`config.mk`:
```
export PLATFORM = sky130hd
export DESIGN_NAME = cs_accum_cpa_flat
export DESIGN_NICKNAME = d
export VERILOG_FILES = /design/src/rtl/cs_accum_cpa_if.sv /design/src/rtl/cs_accum_cpa.sv /design/src/flat_wrapper.sv
export SDC_FILE = /design/constraint.sdc
export NUM_CORES = 1
export LEC_CHECK = 0
export ABC_CLOCK_PERIOD_IN_PS = 7550
export CORE_ASPECT_RATIO = 0.75
export CORE_MARGIN = 2
export CORE_UTILIZATION = 60
export CTS_CLUSTER_DIAMETER = 50
export DETAILED_ROUTE_END_ITERATION = 12
export HOLD_SLACK_MARGIN = 0.03
export PLACE_DENSITY = 0.87
export SYNTH_ARGS = -nofsm -noshare
export SYNTH_HDL_FRONTEND = slang
export SYNTH_SLANG_ARGS = --single-unit
```
`constraint.sdc`:
```
create_clock -name clk -period 7.55 [get_ports clk]
set_input_delay 1.1325 -clock clk [delete_from_list [all_inputs] [get_ports clk]]
set_output_delay 1.1325 -clock clk [all_outputs]
set_load 0.05 [all_outputs]
```
`src/rtl/cs_accum_cpa_if.sv`:
```
// cs_accum_cpa_if -- handshake/data bundle for the carry-save accumulator.
//   Input side : in_valid, in_ready, in_last, in_a..in_d (OP_W each)
//   Output side: out_valid, out_ready, out_data (ACC_W), busy
//   master : drives operands and out_ready (producer/consumer side)
//   slave  : the accumulator itself
interface cs_accum_cpa_if #(
    parameter int OP_W  = 16,
    parameter int ACC_W = 40
);
    logic             in_valid;
    logic             in_ready;
    logic             in_last;
    logic [OP_W-1:0]  in_a;
    logic [OP_W-1:0]  in_b;
    logic [OP_W-1:0]  in_c;
    logic [OP_W-1:0]  in_d;
    logic             out_valid;
    logic             out_ready;
    logic [ACC_W-1:0] out_data;
    logic             busy;

    modport master (
        output in_valid, in_last, in_a, in_b, in_c, in_d, out_ready,
        input  in_ready, out_valid, out_data, busy
    );

    modport slave (
        input  in_valid, in_last, in_a, in_b, in_c, in_d, out_ready,
        output in_ready, out_valid, out_data, busy
    );
endinterface

```
`src/rtl/cs_accum_cpa.sv`:
```
// cs_accum_cpa -- multi-operand carry-save accumulator with a chunked CPA.
// Four unsigned operands per beat are folded into a redundant sum/carry
// pair through two rows of 4:2 compressors. The last beat of a group starts
// a CPA_W-bit-per-cycle carry-propagate pass that resolves S+C into R,
// which is then presented on out_data until the consumer accepts it.
// Ports:
//   clk  : rising-edge clock
//   rst  : synchronous active-high reset
//   bus  : cs_accum_cpa_if.slave (operand beat handshake, result handshake,
//          busy status)
module cs_accum_cpa #(
    parameter int OP_W  = 16,
    parameter int ACC_W = 40,
    parameter int CPA_W = 10
) (
    input logic           clk,
    input logic           rst,
    cs_accum_cpa_if.slave bus
);
    localparam int N  = ACC_W / CPA_W;
    localparam int KW = (N > 1) ? $clog2(N) : 1;

    typedef enum logic [1:0] {
        ST_ACCUM,
        ST_CPA,
        ST_DONE
    } state_t;

    state_t           r_state;
    logic [ACC_W-1:0] r_s;
    logic [ACC_W-1:0] r_c;
    logic [ACC_W-1:0] r_res;
    logic [KW-1:0]    r_k;
    logic             r_cy;
    logic             r_out_valid;

    logic [ACC_W-1:0] w_a, w_b, w_c, w_d;
    logic [ACC_W-1:0] w_s1, w_c1, w_s2, w_c2;
    logic [CPA_W-1:0] w_s_chunk, w_c_chunk;
    logic [CPA_W:0]   w_chunk_sum;

    // One row of 4:2 cells. cout_b of bit i feeds cin of bit i+1 (the top
    // one falls off); cout_a forms the carry vector shifted left by one.
    function automatic void cmprs_4to2(
        input  logic [ACC_W-1:0] a,
        input  logic [ACC_W-1:0] b,
        input  logic [ACC_W-1:0] c,
        input  logic [ACC_W-1:0] d,
        output logic [ACC_W-1:0] sum,
        output logic [ACC_W-1:0] carry
    );
        logic             cin;
        logic             t;
        logic             cb;
        logic [ACC_W-1:0] ca;
        cin = 1'b0;
        ca  = '0;
        sum = '0;
        for (int unsigned i = 0; i < ACC_W; i++) begin
            t      = a[i] ^ b[i] ^ c[i];
            cb     = (a[i] & b[i]) | (a[i] & c[i]) | (b[i] & c[i]);
            sum[i] = t ^ d[i] ^ cin;
            ca[i]  = (t & d[i]) | (t & cin) | (d[i] & cin);
            cin    = cb;
        end
        carry = ca << 1;
    endfunction

    assign w_a = ACC_W'(bus.in_a);
    assign w_b = ACC_W'(bus.in_b);
    assign w_c = ACC_W'(bus.in_c);
    assign w_d = ACC_W'(bus.in_d);

    always_comb begin
        w_s1 = '0;
        w_c1 = '0;
        w_s2 = '0;
        w_c2 = '0;
        cmprs_4to2(w_a, w_b, w_c, w_d, w_s1, w_c1);
        cmprs_4to2(w_s1, w_c1, r_s, r_c, w_s2, w_c2);
    end

    // Chunk k of S and C plus the carry from chunk k-1.
    assign w_s_chunk   = CPA_W'(r_s >> (r_k * CPA_W));
    assign w_c_chunk   = CPA_W'(r_c >> (r_k * CPA_W));
    assign w_chunk_sum = {1'b0, w_s_chunk} + {1'b0, w_c_chunk} + (CPA_W+1)'(r_cy);

    always_ff @(posedge clk) begin
        if (rst) begin
            r_state     <= ST_ACCUM;
            r_s         <= '0;
            r_c         <= '0;
            r_res       <= '0;
            r_k         <= '0;
            r_cy        <= 1'b0;
            r_out_valid <= 1'b0;
        end else begin
            case (r_state)
                ST_ACCUM: begin
                    if (bus.in_valid) begin
                        r_s <= w_s2;
                        r_c <= w_c2;
                        if (bus.in_last) begin
                            r_state <= ST_CPA;
                            r_k     <= '0;
                            r_cy    <= 1'b0;
                        end
                    end
                end
                ST_CPA: begin
                    r_res[r_k*CPA_W +: CPA_W] <= w_chunk_sum[CPA_W-1:0];
                    r_cy <= w_chunk_sum[CPA_W];
                    r_k  <= r_k + 1'b1;
                    if (r_k == KW'(N - 1)) begin
                        r_state     <= ST_DONE;
                        r_out_valid <= 1'b1;
                        r_k         <= '0;
                    end
                end
                ST_DONE: begin
                    if (bus.out_ready) begin
                        r_s         <= '0;
                        r_c         <= '0;
                        r_out_valid <= 1'b0;
                        r_state     <= ST_ACCUM;
                    end
                end
                default: r_state <= ST_ACCUM;
            endcase
        end
    end

    assign bus.in_ready  = (r_state == ST_ACCUM);
    assign bus.out_valid = r_out_valid;
    assign bus.out_data  = r_res;
    assign bus.busy      = (r_state != ST_ACCUM) | (|r_s) | (|r_c);
endmodule
```
`src/flat_wrapper.sv`:
```
// flat-port wrapper written by rule: the top's interface ports become plain ports
module cs_accum_cpa_flat 
#(
    parameter int OP_W  = 16,
    parameter int ACC_W = 40,
    parameter int CPA_W = 10
)
  (clk, rst, bus_in_valid, bus_in_last, bus_in_a, bus_in_b, bus_in_c, bus_in_d, bus_out_ready, bus_in_ready, bus_out_valid, bus_out_data, bus_busy);
  cs_accum_cpa_if #(.OP_W(OP_W), .ACC_W(ACC_W)) bus_i ();
  input logic clk;
  input logic rst;
  input wire logic [$bits(bus_i.in_valid)-1:0] bus_in_valid;
  input wire logic [$bits(bus_i.in_last)-1:0] bus_in_last;
  input wire logic [$bits(bus_i.in_a)-1:0] bus_in_a;
  input wire logic [$bits(bus_i.in_b)-1:0] bus_in_b;
  input wire logic [$bits(bus_i.in_c)-1:0] bus_in_c;
  input wire logic [$bits(bus_i.in_d)-1:0] bus_in_d;
  input wire logic [$bits(bus_i.out_ready)-1:0] bus_out_ready;
  output wire logic [$bits(bus_i.in_ready)-1:0] bus_in_ready;
  output wire logic [$bits(bus_i.out_valid)-1:0] bus_out_valid;
  output wire logic [$bits(bus_i.out_data)-1:0] bus_out_data;
  output wire logic [$bits(bus_i.busy)-1:0] bus_busy;
  assign bus_i.in_valid = bus_in_valid;
  assign bus_i.in_last = bus_in_last;
  assign bus_i.in_a = bus_in_a;
  assign bus_i.in_b = bus_in_b;
  assign bus_i.in_c = bus_in_c;
  assign bus_i.in_d = bus_in_d;
  assign bus_i.out_ready = bus_out_ready;
  assign bus_in_ready = bus_i.in_ready;
  assign bus_out_valid = bus_i.out_valid;
  assign bus_out_data = bus_i.out_data;
  assign bus_busy = bus_i.busy;
  cs_accum_cpa #(.OP_W(OP_W), .ACC_W(ACC_W), .CPA_W(CPA_W)) u_core (.clk(clk), .rst(rst), .bus(bus_i));
endmodule
```
* Word-level counts from Yosys, hierarchy flattened
Cells that the tools add are included.
** Operators by class
- Mux-type cells :: 21
- $add $sub $neg :: 4
- Shift operators :: 4
- Eq/ne operators :: 7
- $mul :: 1
- Bitwise logic cells :: 499
- Reduce and logical (&&, ||, !) cells :: 11
** Operators with widths (count)
- $and A1 B1 Y1 :: 216
- $pmux W40 S2 :: 2
- $xor A1 B1 Y1 :: 153
- $or A1 B1 Y1 :: 130
- $mux W40 :: 3
- $reduce_or A40 Y1 :: 2
- $shr A40 B6 Y10 :: 2
- $bwmux W40 :: 1
- $shift A10 B34 Y40 const A :: 1
- $shiftx A10 B34 Y40 :: 1
- $neg A6 Y34 :: 1
- $mux W2 :: 7
- $add A10 B10 Y11 :: 1
- $add A11 B1 Y11 :: 1
- $reduce_and A3 Y1 :: 3
- $reduce_bool A2 Y1 :: 4
- $ne A2 B2 Y1 const B :: 3
- $pmux W2 S3 :: 1
- $mul A2 B3 Y5 const B :: 1
- $eq A2 B2 Y1 const B :: 2
- $mux W1 :: 4
- $pmux W1 S2 :: 2
- $pmux W2 S2 :: 1
- $reduce_and A4 Y1 :: 1
- 4 further kinds :: 4
** Storage, ports and cells
- Output and inout bits :: 43
- Logic and storage cells :: 554
- Register bits :: 126
- Bits of input ports :: 69

* Depth between registers and ports, before layout
Gate-level depths: netlist of run 1.
- Depth after elaboration :: 14
- Mapped depth :: 13
- Gate-level depth less buffers :: 12

* Worst setup path before layout of run 1
Ideal clock, no wire load.
- Kind :: flip-flop to flip-flop
- Start :: reg u_core.r_k[0]
- End :: reg u_core.r_res[18] (netlist: u_core.bus.out_data[18])
- Stages on the path, launching flop included :: 13
- Path buffers :: 2
- Path slack :: 3.642 ns
- Arrival time :: 3.821 ns
- Setup time :: 0.087 ns
- Data required time :: 7.463 ns
- Cells stage by stage :: dfxtp_1 -> clkbuf_1 -> buf_2 -> mux4_2 -> fa_1 -> fa_1 -> nand3_1 -> a21oi_1 -> or3_1 -> xnor2_2 -> mux2i_1 -> a21oi_1 -> o31ai_1
** On the way
- Longest elaborated chain between the ends :: 6
- Elaborated cells between the ends (all ways) :: 9
- Classes of those cells :: add/sub (3); mul (1); shift (4); mux (1)
** Ends and longest elaborated chain
- from (decl) :: RTL line cs_accum_cpa.sv:33 : logic [KW-1:0] r_k;
- from (signal assigned) :: RTL line cs_accum_cpa.sv:113 : r_k <= r_k + 1'b1;
- $mul A2 B3 Y5 * :: RTL line cs_accum_cpa.sv:84, cs_accum_cpa.sv:85, cs_accum_cpa.sv:111
- $shr A40 B6 Y10 (on tied branches) :: RTL line cs_accum_cpa.sv:84, cs_accum_cpa.sv:85
- $add A10 B10 Y11 :: RTL line cs_accum_cpa.sv:86 : assign w_chunk_sum = {1'b0, w_s_chunk} + {1'b0, w_c_chunk} + (CPA_W+1)'(r_cy);
- $add A11 B1 Y11 :: RTL line cs_accum_cpa.sv:86
- $shiftx A10 B34 Y40 :: RTL line cs_accum_cpa.sv:111 : r_res[r_k*CPA_W +: CPA_W] <= w_chunk_sum[CPA_W-1:0];
- $bwmux W40 * :: RTL line cs_accum_cpa.sv:111
- to (signal, indexed assignment) :: RTL line cs_accum_cpa.sv:111
- to (decl) :: RTL line cs_accum_cpa.sv:32 : logic [ACC_W-1:0] r_res;
Mark *: on every way between the ends. The rest lies on a longest branch, timed or not.
A chain may end at the register's enable or synchronous reset.

* Final worst setup path of run 1
- Start :: reg u_core.r_k[0]
- End :: reg u_core.r_res[30] (netlist: u_core.bus.out_data[30])
Same word-level chain as after synthesis.

==> metrics.txt, run 1 <==
fillers 930; initial antenna violation count 0; # DRC 0; Largest stage delay, worst path 0.60 ns; Final min period roughly 4.2 ns; Slew Viols, Final 0; clock buffer depth 2; grt ovf 0; Slew @ Worst Pin slightly above 1 ns; Synth warnings 0; Num CTS Buffers 17; Setup violations, final 0; Die Area about 14000 um2; Num Clock Sinks ~120; number of I/O pins roughly 110; Rows 36; Net Sw Power around 0.90 mW; starting density of the core between 60% and 70%; pin count of the biggest net entering global routing between 90 and 100; wire per inst around 20 um; Sum Neg Setup Slack 0 ns; sequential area share after synthesis 31.8%; syn avg cell area between 9 and 10 um2; most frequent cells in the layout nor2_1 (131), dfxtp_1 (123), clkdlybuf4s50_1 (110); Total GRT Usage about a third; die width approximately 140 um; Multi-input gate area roughly 5100 um2; PD cells approximately 260 nW/um2; Crit path top cell by count fa_1; Worst Path Arrival between 4 and 5 ns; Critical Path RT between 7 and 8 ns; Synthesized Nets 973; Critical Path, Cell by Cell buf_4, mux4_2, fa_1, fa_1, nand3_1, a21oi_1, or3_1, xnor2_2, mux2i_1, o2bb2ai_1, a22o_1; critical path peak fanout 53; DIE HEIGHT between 100 and 150 um; commonest non-fill, non-tap cell in the layout nor2_1; Leak 3.60 nW; Clock Pin Slew Worst Setup and Hold Paths approximately 0.050 ns; Worst Path Buf+Inv 1; fin nets around 1.1k; first-pass GRT wire length between 30000 and 40000 um; Skew-Pair Late Insertion Delay 0.43 ns; status finished, final reports clean; vias ~7k; DP HPWL between 15000 and 20000 um; Slew Limit Headroom between 30% and 40%; Main synth FF type dfxtp_1; root buf cell clkbuf_16; crit path capture type register; FMAX about 240 MHz; stages on the worst setup path 11; Yosys reg bits 124; TritonCTS clock tree done; final hold violation count 0; critical path's slowest cell mux4_2; clk_skew ~0.011 ns; Net Sw Frac around 37%; final worst-path cycle share ~56%; residual antenna-violating net count after detailed routing 0; buffers added on ports approximately 110; Distinct cells, synth a little under 60; GPL Wtd Cong a little over 1; Sequential Area approximately 2500 um2; Max Cap Viol 0; reg2reg path depth 11; Hold Path Cell Cnt 2; Area after DPL ~9000 um2; vias per cell ~6.6; Initial DRC Count between 900 and 1k; CP top delay family multiplexers; Placeable Area between 10000 and 15000 um2; Post-CTS Hold Buffers 0; Hold WC Path Type reg2reg; cells after synthesis 800; vias in the first global route around 6.5k; Crit Path Class reg2reg; Setup Fix Bufs, Post-CTS 0; H-Tree Depth 4; share of post-route cells with drive strength above 1 about 7.6%; unrepaired setup endpoints after global routing no; DRT Pass-1 Iters 6; CP Launch Type register; end-of-flow core utilization 73.7%; Max rail drop VDD roughly 0.18 mV; Flop pwr share roughly 33%; final WL ~21000 um; Async S/R FF share, synth 0%; Hold Slack 0.450 ns; Post-CTS Resized 0; number of synthesized flops with an enable pin 0; Post-Syn Area a little under 8000 um2; Comb pwr share around 37%; clock share of power between 20 and 30%; ant diodes 0; design area 9470 um2; synth-to-layout area growth 21.3%; internal power ~1.5 mW
-- Yosys cell counts (8+ instances only) --
| cell | instances | area, um2 |
|---|---|---|
| nand3_1 | 16 | 80.1 |
| nor3_1 | 17 | 85.1 |
| a22oi_1 | 87 | 653 |
| ha_1 | 39 | 488 |
| a21oi_1 | 27 | 135 |
| nor2_1 | 132 | 495 |
| clkbuf_1 | 40 | 150 |
| nor4_1 | 25 | 156 |
| mux2i_1 | 10 | 100 |
| o21ai_0 | 25 | 125 |
| mux4_2 | 18 | 405 |
| nand2_1 | 37 | 139 |
| inv_1 | 16 | 60.1 |
| nand4_1 | 8 | 50.1 |
| dfxtp_1 | 124 | 2480 |
| fa_1 | 65 | 1300 |
-- path summary, 6_finish.rpt --
| kind | start | slack [ns] | end |
|---|---|---|---|
| worst min register to register | u_core.bus.out_data[22]$_SDFFE_PP0P_ | 0.45 | u_core.bus.out_data[22]$_SDFFE_PP0P_ |
| worst max register to register | u_core.r_k[0]$_SDFFE_PP0P_ | 3.34 | u_core.bus.out_data[30]$_SDFFE_PP0P_ |
| worst max-delay path | u_core.r_k[0]$_SDFFE_PP0P_ | 3.34 | u_core.bus.out_data[30]$_SDFFE_PP0P_ |
| worst min-delay path | u_core.bus.out_data[22]$_SDFFE_PP0P_ | 0.45 | u_core.bus.out_data[22]$_SDFFE_PP0P_ |
-- power groups by stage --
stage | Clock [mW] | Combinational (mW) | Sequential [mW]
floorplan | 0 | 0.635 | 0.789
global placement | 0 | 0.834 | 0.811
detailed placement | 0 | 0.872 | 0.812
CTS | 0.713 | 0.891 | 0.800
global route | 0.744 | 1.00 | 0.811
finish | 0.712 | 0.897 | 0.806
-- tightest hold or removal path, cell delays in order (launching register included) --
cell and delay (ns):
dfxtp_1 0.30, nand2_1 0.05, a21oi_1 0.05
-- metal layers --
| layer | routed length, um | track usage (%) | share of wire, % |
|---|---|---|---|
| met2 | 8970 | 45.1 | 42 |
| met4 | 430 | 10.3 | 2.0 |
| met3 | 3170 | 11.5 | 15 |
| met1 | 8770 | 46.8 | 41 |
| met5 | 0 | 0 | 0 |
-- sequential cells by signal (all words and copies together), names as in the netlist --
register / flops
u_core.r_cy: 1
u_core.r_k: 2
u_core.r_state: 2
u_core.bus.out_data: 40
u_core.r_c: 38
u_core.bus.out_valid: 1
u_core.r_s: 40
-- stage by stage --
step	total power, mW	std cells	setup WS, ns
6_report	2.41	1065	3.34
5_1_grt	2.56	1065	3.06
4_1_cts	2.40	1065	3.42
3_5_place_dp	1.68	1035	3.46
3_3_place_gp	1.65	1035	3.52
2_1_floorplan	1.42	800	3.64
-- final cells by class --
cell class,count,area share (%)
multi-input combinational,607,53.4
sequential,124,26.2
timing repair buffer,117,12.2
clock buffer,22,4.80
tap,171,2.26
inverter,16,0.634
clock inverter,8,0.502
-- cell families (layout without fill, tap and decap cells) --
kind of cell	after synthesis	after routing	synth area share [%]
AOI/OAI and AO/OA	203	203	18.7
xor gates and xnor gates	10	10	1.41
adders and majority gates	104	104	22.9
buffers and inverters	69	163	3.53
DFF	124	124	31.8
muxes	29	29	6.62
and+or+nand+nor	261	261	15.1
(Power assumes the default switching activity.)
==> run 2, diff against run 1 <==
--- a/config.mk
+++ b/config.mk
@@ -5,14 +5,14 @@
 export SDC_FILE = /design/constraint.sdc
 export NUM_CORES = 1
 export LEC_CHECK = 0
-export ABC_CLOCK_PERIOD_IN_PS = 7550
+export ABC_CLOCK_PERIOD_IN_PS = 4380
 export CORE_ASPECT_RATIO = 0.75
 export CORE_MARGIN = 2
-export CORE_UTILIZATION = 60
+export CORE_UTILIZATION = 56
 export CTS_CLUSTER_DIAMETER = 50
 export DETAILED_ROUTE_END_ITERATION = 12
 export HOLD_SLACK_MARGIN = 0.03
-export PLACE_DENSITY = 0.87
+export PLACE_DENSITY = 0.82
 export SYNTH_ARGS = -nofsm -noshare
 export SYNTH_HDL_FRONTEND = slang
 export SYNTH_SLANG_ARGS = --single-unit
==> constraint.sdc (replaced) <==
create_clock -name clk -period 4.38 [get_ports clk]
set_input_delay 0.657 -clock clk [delete_from_list [all_inputs] [get_ports clk]]
set_output_delay 0.657 -clock clk [all_outputs]
set_load 0.05 [all_outputs]
==> run 2 against run 1 <==
Against the previous run:
- register-to-register slack worse by 2.8 ns
- largest cell class unchanged
- setup slack worse by 2.8 ns
- sequential cell count stayed put
- largest power group unchanged
- critical endpoint is now u_core.bus.out_data[7]$_SDFFE_PP0P_
- core utilization is 3.4 points lower
- via count is 1.6% lower
- combinational power is 73% higher
==> metrics.txt, run 2 (synthesized netlist as in run 1, its figures left out) <==
Setup violations, final 0; unrepaired setup endpoints after global routing no; buffers added on ports between 100 and 150; fin nets roughly 1.1k; Rows 37; Flop pwr share around 32%; Worst Path Arrival ~4.2 ns; Clock Pin Slew Worst Setup and Hold Paths approximately 0.06 ns; Post-CTS Resized 0; Max Cap Viol 0; vias per cell 6.38; Num CTS Buffers 17; Leak around 3.7 nW; Max rail drop VDD between 0.3 and 0.4 mV; # DRC 0; Slew @ Worst Pin around 0.82 ns; Hold WC Path Type reg2reg; Sum Neg Setup Slack 0 ns; pin count of the biggest net entering global routing 78; H-Tree Depth 4; critical path peak fanout 27; Total GRT Usage between 30% and 40%; PD cells 455 nW/um2; synth-to-layout area growth 23.0%; share of post-route cells with drive strength above 1 ~8.7%; GPL Wtd Cong between 1 and 1.5; Crit Path Class reg2reg; Die Area ~15000 um2; crit path capture type register; vias 6863; ant diodes 0; grt ovf 0; Num Clock Sinks 124; Post-CTS Hold Buffers 0; DP HPWL 16200 um; DIE HEIGHT around 110 um; Final min period 3.84 ns; Sequential Area approximately 2500 um2; Slew Limit Headroom between 40% and 50%; Comb pwr share a little over a third; status finished, final reports clean; DRT Pass-1 Iters 6; residual antenna-violating net count after detailed routing 0; Skew-Pair Late Insertion Delay just over 0.4 ns; clock buffer depth 2; Initial DRC Count roughly 840; wire per inst around 20 um; final hold violation count 0; Slew Viols, Final 0; CP Launch Type register; Net Sw Power around 1.6 mW; Multi-input gate area between 5000 and 6000 um2; fillers around 1.0k; die width ~140 um; Setup Fix Bufs, Post-CTS 0; Finished Layout Cells 1076; final worst-path cycle share around 88%; Net Sw Frac between 30% and 40%; first-pass GRT wire length ~36000 um; clk_skew between 0.008 and 0.009 ns; vias in the first global route roughly 6.7k; most frequent cells in the layout nor2_1 (131), dfxtp_1 (123), clkdlybuf4s50_1 (110); starting density of the core between 50% and 60%; cell total after placement approximately 1.0k; clock share of power between 30% and 40%; Placeable Area roughly 14000 um2; final WL 22100 um; TritonCTS clock tree done; Critical Path RT roughly 4.7 ns; commonest non-fill, non-tap cell in the layout nor2_1; root buf cell clkbuf_16; number of I/O pins 112; initial antenna violation count 0; FMAX 260 MHz; internal power ~2.8 mW
[run 2: changes by cell type in the layout (fill, tap and decap cells not counted)]
cell	change
buf_2	-1
inv_6	+4
clkinv_4	+1
clkbuf_1	-3
clkbuf_8	+1
clkinv_2	-3
bufinv_16	+2
buf_4	+6
[run 2: final timing paths]
path / end / slack [ns] / from / depth (start not counted)
worst max register to register: u_core.bus.out_data[7]$_SDFFE_PP0P_ / 0.54 / u_core.r_k[0]$_SDFFE_PP0P_ / 10
worst min register to register: u_core.bus.out_data[37]$_SDFFE_PP0P_ / 0.45 / u_core.bus.out_data[37]$_SDFFE_PP0P_ / 2
worst min-delay path: u_core.bus.out_data[37]$_SDFFE_PP0P_ / 0.45 / u_core.bus.out_data[37]$_SDFFE_PP0P_ / 2
worst max-delay path: u_core.bus.out_data[7]$_SDFFE_PP0P_ / 0.54 / u_core.r_k[0]$_SDFFE_PP0P_ / 10
[run 2: critical path, cell delays in order (launching register included)]
cell	delay [ns]
dfxtp_2	0.41
buf_4	0.34
mux4_2	0.59
ha_1	0.30
a211o_1	0.30
a21boi_2	0.34
a221o_1	0.36
a21oi_1	0.10
o21ai_0	0.60
a221oi_1	0.24
nor3_1	0.17
[run 2: per-stage QoR]
stage | power (mW) | setup WS, ns | utilization (%) | hold slack, ns | instance area (um2)
2_1_floorplan | 2.45 | 0.472 | - | 0.484 | 7800
6_report | 4.37 | 0.540 | 70.3 | 0.450 | 9600
3_5_place_dp | 2.93 | 0.670 | 66.0 | 0.440 | 9010
4_1_cts | 4.36 | 0.653 | 70.3 | 0.449 | 9600
3_3_place_gp | 2.88 | 0.685 | 66.0 | 0.437 | 9010
5_1_grt | 4.62 | 0.393 | 70.3 | 0.453 | 9600
[run 2: layout make-up]
cell class                 instances  area share [%]
clock buffer                      20            4.76
clock inverter                    12            1.42
inverter                          16           0.625
multi-input combinational        607            52.7
sequential                       124            25.9
tap                              175            2.28
timing repair buffer             122            12.4
[run 2: per-layer routing]
| metal | vias up | share of wire, % | GRT usage (%) |
|---|---|---|---|
| met3 | 39 | 14 | 11.3 |
| met4 | 0 | 1.4 | 7.58 |
| met2 | 422 | 41 | 42.9 |
| met1 | 3286 | 43 | 45.5 |
| li1 | 3116 | - | - |
| met5 | - | 0 | 0 |
[run 2: power groups by stage]
| stage | Sequential (mW) | Clock [mW] | Combinational, mW |
|---|---|---|---|
| 6_report | 1.40 | 1.42 | 1.55 |
| 3_3_place_gp | 1.41 | 0 | 1.47 |
| 5_1_grt | 1.40 | 1.48 | 1.74 |
| 4_1_cts | 1.39 | 1.43 | 1.54 |
| 3_5_place_dp | 1.41 | 0 | 1.52 |
| 2_1_floorplan | 1.36 | 0 | 1.09 |
